--- src/rtl/dma_arbiter.sv ---
// dma_arbiter: bus-ownership sequencer between the 6502 CPU and the MARIA
// DMA engine. Turns WSYNC writes into a CPU RDY stall until the next
// scanline start, halts the CPU on a read cycle before handing the address
// bus to DMA, and hands the bus back once DMA completes.
//
// Optional feature: define DMA_WATCHDOG_EN to compile in a grant watchdog
// that forces the bus back after WD_LIMIT clk_sys cycles and sets the
// sticky wd_error flag.
//
// state    | meaning
// ---------+------------------------------------------------------------
// IDLE     | CPU owns the bus and runs (rdy=1)
// WSYNC    | CPU stalled until the next line_start
// HALT_REQ | halt asserted, waiting for a phase-0 edge on a read cycle
// DMA      | DMA engine owns the bus, MARIA drives the address lines
// RELEASE  | bus handed back, halt held until the next phase-0 edge

module dma_arbiter #(
    parameter logic [15:0] WD_LIMIT = 16'd1200
) (
    input  logic clk_sys,
    input  logic reset,
    input  logic pclk0,
    input  logic line_start,
    input  logic dma_en,
    input  logic wsync,
    input  logic dma_req,
    input  logic dma_done,
    input  logic cpu_rw,
    output logic rdy,
    output logic halt,
    output logic dma_grant,
    output logic drive_AB,
    output logic wd_error
);

    typedef enum logic [2:0] {
        S_IDLE,
        S_WSYNC,
        S_HALT_REQ,
        S_DMA,
        S_RELEASE
    } state_t;

    state_t state;
    state_t state_nxt;
    logic   wsync_pend;
    logic   pend_nxt;
    logic   wd_trip;
    logic   dma_ask;

    assign dma_ask = dma_req && dma_en;

`ifdef DMA_WATCHDOG_EN
    logic [15:0] wd_cnt;

    // A dma_done on the limit cycle is a normal completion, not a trip.
    assign wd_trip = (state == S_DMA) && !dma_done && (wd_cnt == WD_LIMIT);
`else
    // WD_LIMIT has no effect without the watchdog; the term folds to 0.
    assign wd_trip  = 1'b0 && (WD_LIMIT != 16'd0);
    assign wd_error = 1'b0;
`endif

    // Next-state and pending-WSYNC decision from the current state and inputs.
    always_comb begin
        state_nxt = state;
        pend_nxt  = wsync_pend;
        case (state)
            S_IDLE: begin
                if (dma_ask) begin
                    state_nxt = S_HALT_REQ;
                    pend_nxt  = wsync && pclk0;
                end else if (wsync && pclk0) begin
                    state_nxt = S_WSYNC;
                end
            end
            S_WSYNC: begin
                if (line_start) begin
                    state_nxt = S_IDLE;
                end else if (dma_ask) begin
                    state_nxt = S_HALT_REQ;
                    pend_nxt  = 1'b1;
                end
            end
            S_HALT_REQ: begin
                if (line_start) begin
                    pend_nxt = 1'b0;
                end
                if (pclk0 && cpu_rw) begin
                    state_nxt = S_DMA;
                end
            end
            S_DMA: begin
                if (line_start) begin
                    pend_nxt = 1'b0;
                end
                if (dma_done || wd_trip) begin
                    state_nxt = S_RELEASE;
                end
            end
            S_RELEASE: begin
                if (pclk0) begin
                    state_nxt = (wsync_pend && !line_start) ? S_WSYNC : S_IDLE;
                    pend_nxt  = 1'b0;
                end else if (line_start) begin
                    pend_nxt = 1'b0;
                end
            end
            default: begin
                state_nxt = S_IDLE;
                pend_nxt  = 1'b0;
            end
        endcase
    end

    // State register with outputs decoded from the next state so they are registered.
    always_ff @(posedge clk_sys) begin
        if (reset) begin
            state      <= S_IDLE;
            wsync_pend <= 1'b0;
            rdy        <= 1'b1;
            halt       <= 1'b0;
            dma_grant  <= 1'b0;
            drive_AB   <= 1'b0;
`ifdef DMA_WATCHDOG_EN
            wd_cnt     <= 16'd0;
            wd_error   <= 1'b0;
`endif
        end else begin
            state      <= state_nxt;
            wsync_pend <= pend_nxt;
            rdy        <= (state_nxt == S_IDLE);
            halt       <= (state_nxt == S_HALT_REQ) || (state_nxt == S_DMA) ||
                          (state_nxt == S_RELEASE);
            dma_grant  <= (state_nxt == S_DMA);
            drive_AB   <= (state_nxt == S_DMA);
`ifdef DMA_WATCHDOG_EN
            if (state != S_DMA) begin
                wd_cnt <= 16'd0;
            end else begin
                wd_cnt <= wd_cnt + 16'd1;
            end
            if (wd_trip) begin
                wd_error <= 1'b1;
            end
`endif
        end
    end

endmodule

--- config.mk ---
export PLATFORM = sky130hd
export DESIGN_NAME = dma_arbiter
export DESIGN_NICKNAME = d
export VERILOG_FILES = /design/src/rtl/dma_arbiter.sv
export SDC_FILE = /design/constraint.sdc
export NUM_CORES = 1
export LEC_CHECK = 0
export BUFFER_PORTS_ARGS = -buffer_cell sky130_fd_sc_hd__buf_2
export CAP_MARGIN = 20
export CORE_AREA = 3 3 40 42
export DETAILED_ROUTE_END_ITERATION = 10
export DIE_AREA = 0 0 43 45
export PLACE_DENSITY = 0.62
export SKIP_LAST_GASP = 1
export SLEW_MARGIN = 20
export SYNTH_ARGS = -nofsm -noshare
export SYNTH_HDL_FRONTEND = slang
export SYNTH_SLANG_ARGS = --single-unit
--- constraint.sdc ---
create_clock -name clk_sys -period 1.9 [get_ports clk_sys]
set_input_delay 0.285 -clock clk_sys [delete_from_list [all_inputs] [get_ports clk_sys]]
set_output_delay 0.285 -clock clk_sys [all_outputs]
set_load 0.02 [all_outputs]
# Word level (Yosys, flattened, before mapping)
# Index checks and enable logic that the tools add are counted.
dict set report op_classes {
  div_mod_pow 0
  n_eq_ne 10
  muxes 15
  reduce_logical 11
  bitwise 0
  addsub 0
  magnitude_cmp 0
  n_mul 0
  shifts 0
}
# op count
set op_table {}
lappend op_table {{$mux 3} 7}
lappend op_table {{$pmux 3 s5} 1}
lappend op_table {{$eq 3x2->1 const B} 4}
lappend op_table {{$eq 3x3->1 const B} 2}
lappend op_table {{$logic_not 3->1} 2}
lappend op_table {{$mux 1} 6}
lappend op_table {{$ne 2x2->1 const B} 3}
lappend op_table {{$logic_and 1x1->1} 4}
lappend op_table {{$pmux 1 s4} 1}
lappend op_table {{$eq 3x1->1 const B} 1}
lappend op_table {{$reduce_and 3->1} 1}
lappend op_table {{$logic_or 1x1->1} 2}
lappend op_table {{$reduce_or 2->1} 1}
lappend op_table {{$logic_not 1->1} 1}
dict set report totals {
  n_memories 0
  out_inout_bits 5
  mem_bits_rw 0
  register_bits 7
  latchBits 0
  mem_bits_ro 0
  in_bits 9
}

# Depth between registers and ports, before layout
dict set report logic_depth {
  ltp_word 8
  ltp_mapped 5
  mapped_depth_nobuf 4
}

# Worst setup path before layout
# Ideal clock, no wire load.
dict set report synth_timing {
  path_kind {flip-flop to flip-flop}
  startpoint {register state[0]}
  endpoint {register rdy}
  n_path_buf 1
  slack_ns 0.280
  path_stages_with_launch 6
  required_time_ns 1.778
  arrival_time_ns 1.498
  period_less_slack_ns 1.620
  setup_ns 0.122
  cell_sequence {dfxtp_1 -> buf_6 -> a22o_1 -> or4_4 -> and3_4 -> a221o_1}
}
dict set report synth_via {
  elab_chain_cells 4
  word_cells_on_any_way 14
  classes_between {4 x eq/ne; 8 x mux; 2 x reduce/logical}
}
# element line
set synth_rtl {}
lappend synth_rtl {{start, declared} 45} ;# state_t state;
lappend synth_rtl {{start signal, assigned} 131} ;# state <= state_nxt;
lappend synth_rtl {{$mux 3, on equally long branches} {81, 74}}
lappend synth_rtl {{$mux 3, on equally long branches} {79, 71}}
lappend synth_rtl {{$pmux 3 s5 (*)} 69} ;# case (state)
lappend synth_rtl {{$logic_not 3->1 (*)} 133} ;# rdy <= (state_nxt == S_IDLE);
lappend synth_rtl {{end signal, assigned} 133}
lappend synth_rtl {{end, declared} 30} ;# output logic rdy,
# Mark *: on every way between the ends. The rest lies on a longest branch, timed or not.
# A chain may end at the register's enable or synchronous reset.

# Worst setup path in the final report
# Ends and elaborated chain as after synthesis.

==> results.toml <==
[setup_path]
critPathMaxFanout = 10
crit_cells = 4
critPathSlowestCell = "or4_4"
cpPeakStageDelay_ns = 0.49
r2r_cells = 4
crit_path_end_kind = "register"
path_cells = "a21oi_1 > or4_4 > and3_4 > a221o_1"
path_buf_inv = 0
startpoint_type = "register"
cp.arrival_ns = 1.81
worstPathRequired_ns = 2.04
cp_top_family = "simple AND/OR/NAND/NOR gates"
path_class = "register to register"

[outcome]
status = "finished, final reports clean"

[placement]
port_buffers = 12
place_inst = 64
dp_hpwl_um = 640
gp_congestion = 0.809
pre_cts_ws_ns = 0.230
place_area_sq_um = 439

[floorplan]
rows = 13
die_w_um = 43
io_pins = 14
core_area_sq_um = 1280
die_h_um = 45
initial_core_util_pct = 31.1
die_area_sq_um = 1940

[finish]
area_growth_pct = 16.6
fin_cells = 68
stdcell_area_sq_um = 465
drive_above_1_share_pct = 37.7
diodes = 0
utilization_pct = 36.2
nets = 63

[timing]
drv_slew = 0
worst_hold_slack_ns = 0.302
grt_setup_unrepaired = "false"
totalNegativeSetupSlack_ns = 0
fin_skew_ns = 0.00408
hold_viol = 0
finalCritPeriodShare_pct = 87.9
period_minus_slack_ns = 1.67
tightest_slew_ns = 0.548
timing.slew.headroom_pct = 63.2
setup_ws_ns = 0.229
fmax_mhz = 599
setup_violations = 0

[yosys]
ys_seq_area_share_pct = 35.1
syn-num-nets = 51
yosys.area_share.simple_pct = 27.0
syn_area_sq_um = 399
synth_seq_cells = 7
synth_fa_ha_area_share_pct = 0
synth_xor_area_share_pct = 0
synth_compound_gate_area_share_pct = 27.3
synth_top_family_by_area = "compound AO/OA/AOI/OAI gates"
yosys_warnings = 0
synth_area_per_cell_sq_um = 9.50
post-synth-top-area-cell = "dfxtp_1"
netlist_instances = 42
synth_area_leaders = "dfxtp_1 (35%), buf_4 (5.6%), a21oi_1 (5.0%)"
muxShareOfSynthArea_pct = 0
synth_top_area_share_pct = 35.1
synth.distinct_cells = 29

[global_route]
overflow = 0
antenna_found_initial = 0
grt_pass1_wl_um = 1440
track_usage_pct = 9.92
grt_max_degree = 13
grt_pass1_vias = 332

[route]
first_iter_violations = 8
vias_per_cell = 5.60
drt_first_pass_iters = 3
drc_errors = 0
drt-total-wl_um = 853
wl_per_cell_um = 12.5
antenna_left = 0
vias = 381

[clock_tree]
cts_hold_buf = 0
cts_tree = "done"
clk_path_buf_depth = 2
post_cts_buffers = 0
root_buffer = "clkbuf_4"
cts.sinks = 7
cts.clk_slew.worst_paths_ns = 0.06
htreeDepth = 1
numCtsBuffers = 3
clock_latency_ns = 0.25
cts-resized-gates = 0

[flow_run]
maxCapViolCount = 0

[worst_hold_path]
hold_class = "primary input to register"
holdPathStages = 2

[pwr]
ir_drop_v = 0.000227
p_per_area_nw_per_um2 = 805
total_power_mw = 0.374
p_leak_nw = 0.182
cell usage after synthesis:
library cell,number
o21a_1,1
a221oi_1,1
nand2b_1,1
or2_2,1
a22o_1,1
nor2b_1,1
a2111oi_2,1
nor4b_1,1
nand2_1,1
conb_1,1
buf_4,3
dfxtp_1,7
nand3b_1,1
a41o_1,1
a31o_2,1
and3_4,1
buf_6,1
or4b_1,1
a311oi_1,1
or4_1,1
a221o_1,1
o21ai_0,1
a21oi_1,4
nor3_1,2
nand4b_1,1
clkbuf_2,1
nand3_1,2
or4_4,1
a31oi_1,1
flip-flops by register name, indices dropped and copies added (netlist names):
| signal | flops |
|---|---|
| drive_AB | 1 |
| halt | 1 |
| rdy | 1 |
| state | 3 |
| wsync_pend | 1 |
placed cells by master (no fill, tap or decap), types with 2 or more instances in the layout:
cell type | netlist | routed
a21oi_1 | 4 | 4
buf_2 | 0 | 12
clkbuf_4 | 0 | 3
dfxtp_1 | 7 | 7
nand3_1 | 2 | 2
nor3_1 | 2 | 2
final timing paths:
path              slack, ns       start          to
setup / recovery       0.23    state[0]         rdy
hold / removal         0.30       reset  wsync_pend
setup reg to reg       0.23    state[0]         rdy
hold reg to reg        0.49  wsync_pend  wsync_pend
layer usage:
layer	wire length, um	share of wire [%]	vias to the layer above	track usage [%]
met5	0	0	-	0
met2	394	46	12	14.7
li1	-	-	188	-
met4	0	0	0	7.23
met3	52	6.1	0	2.79
met1	407	48	181	12.3
cell families (layout without fill, tap and decap cells):
group / Yosys count / in the layout
other: 1 / 1
flip-flops: 7 / 7
buffers and inverters: 5 / 16
AND/OR/NAND/NOR: 15 / 15
AO/OA/AOI/OAI: 14 / 14
worst register-to-register path: stages (launching register included):
cell and delay [ns]:
dfxtp_1 0.48, a21oi_1 0.09, or4_4 0.49, and3_4 0.18, a221o_1 0.33
layout make-up:
type | count | area, sq um
Clock buffer | 4 | 26.3
Fill cell | 143 | 820
Multi-Input combinational cell | 30 | 220
Sequential cell | 7 | 140
Tap cell | 15 | 18.8
Timing Repair Buffer | 12 | 60.1
report_power, final:
part	internal, mW	total, mW	switching (mW)	leakage (nW)
combinational	0.0339	0.0713	0.0374	0.110
clock	0.0803	0.137	0.0565	0.0150
sequential	0.157	0.166	0.00981	0.0575
total	0.271	0.374	0.104	0.182
No activity file was read; power rests on OpenSTA's default activity.
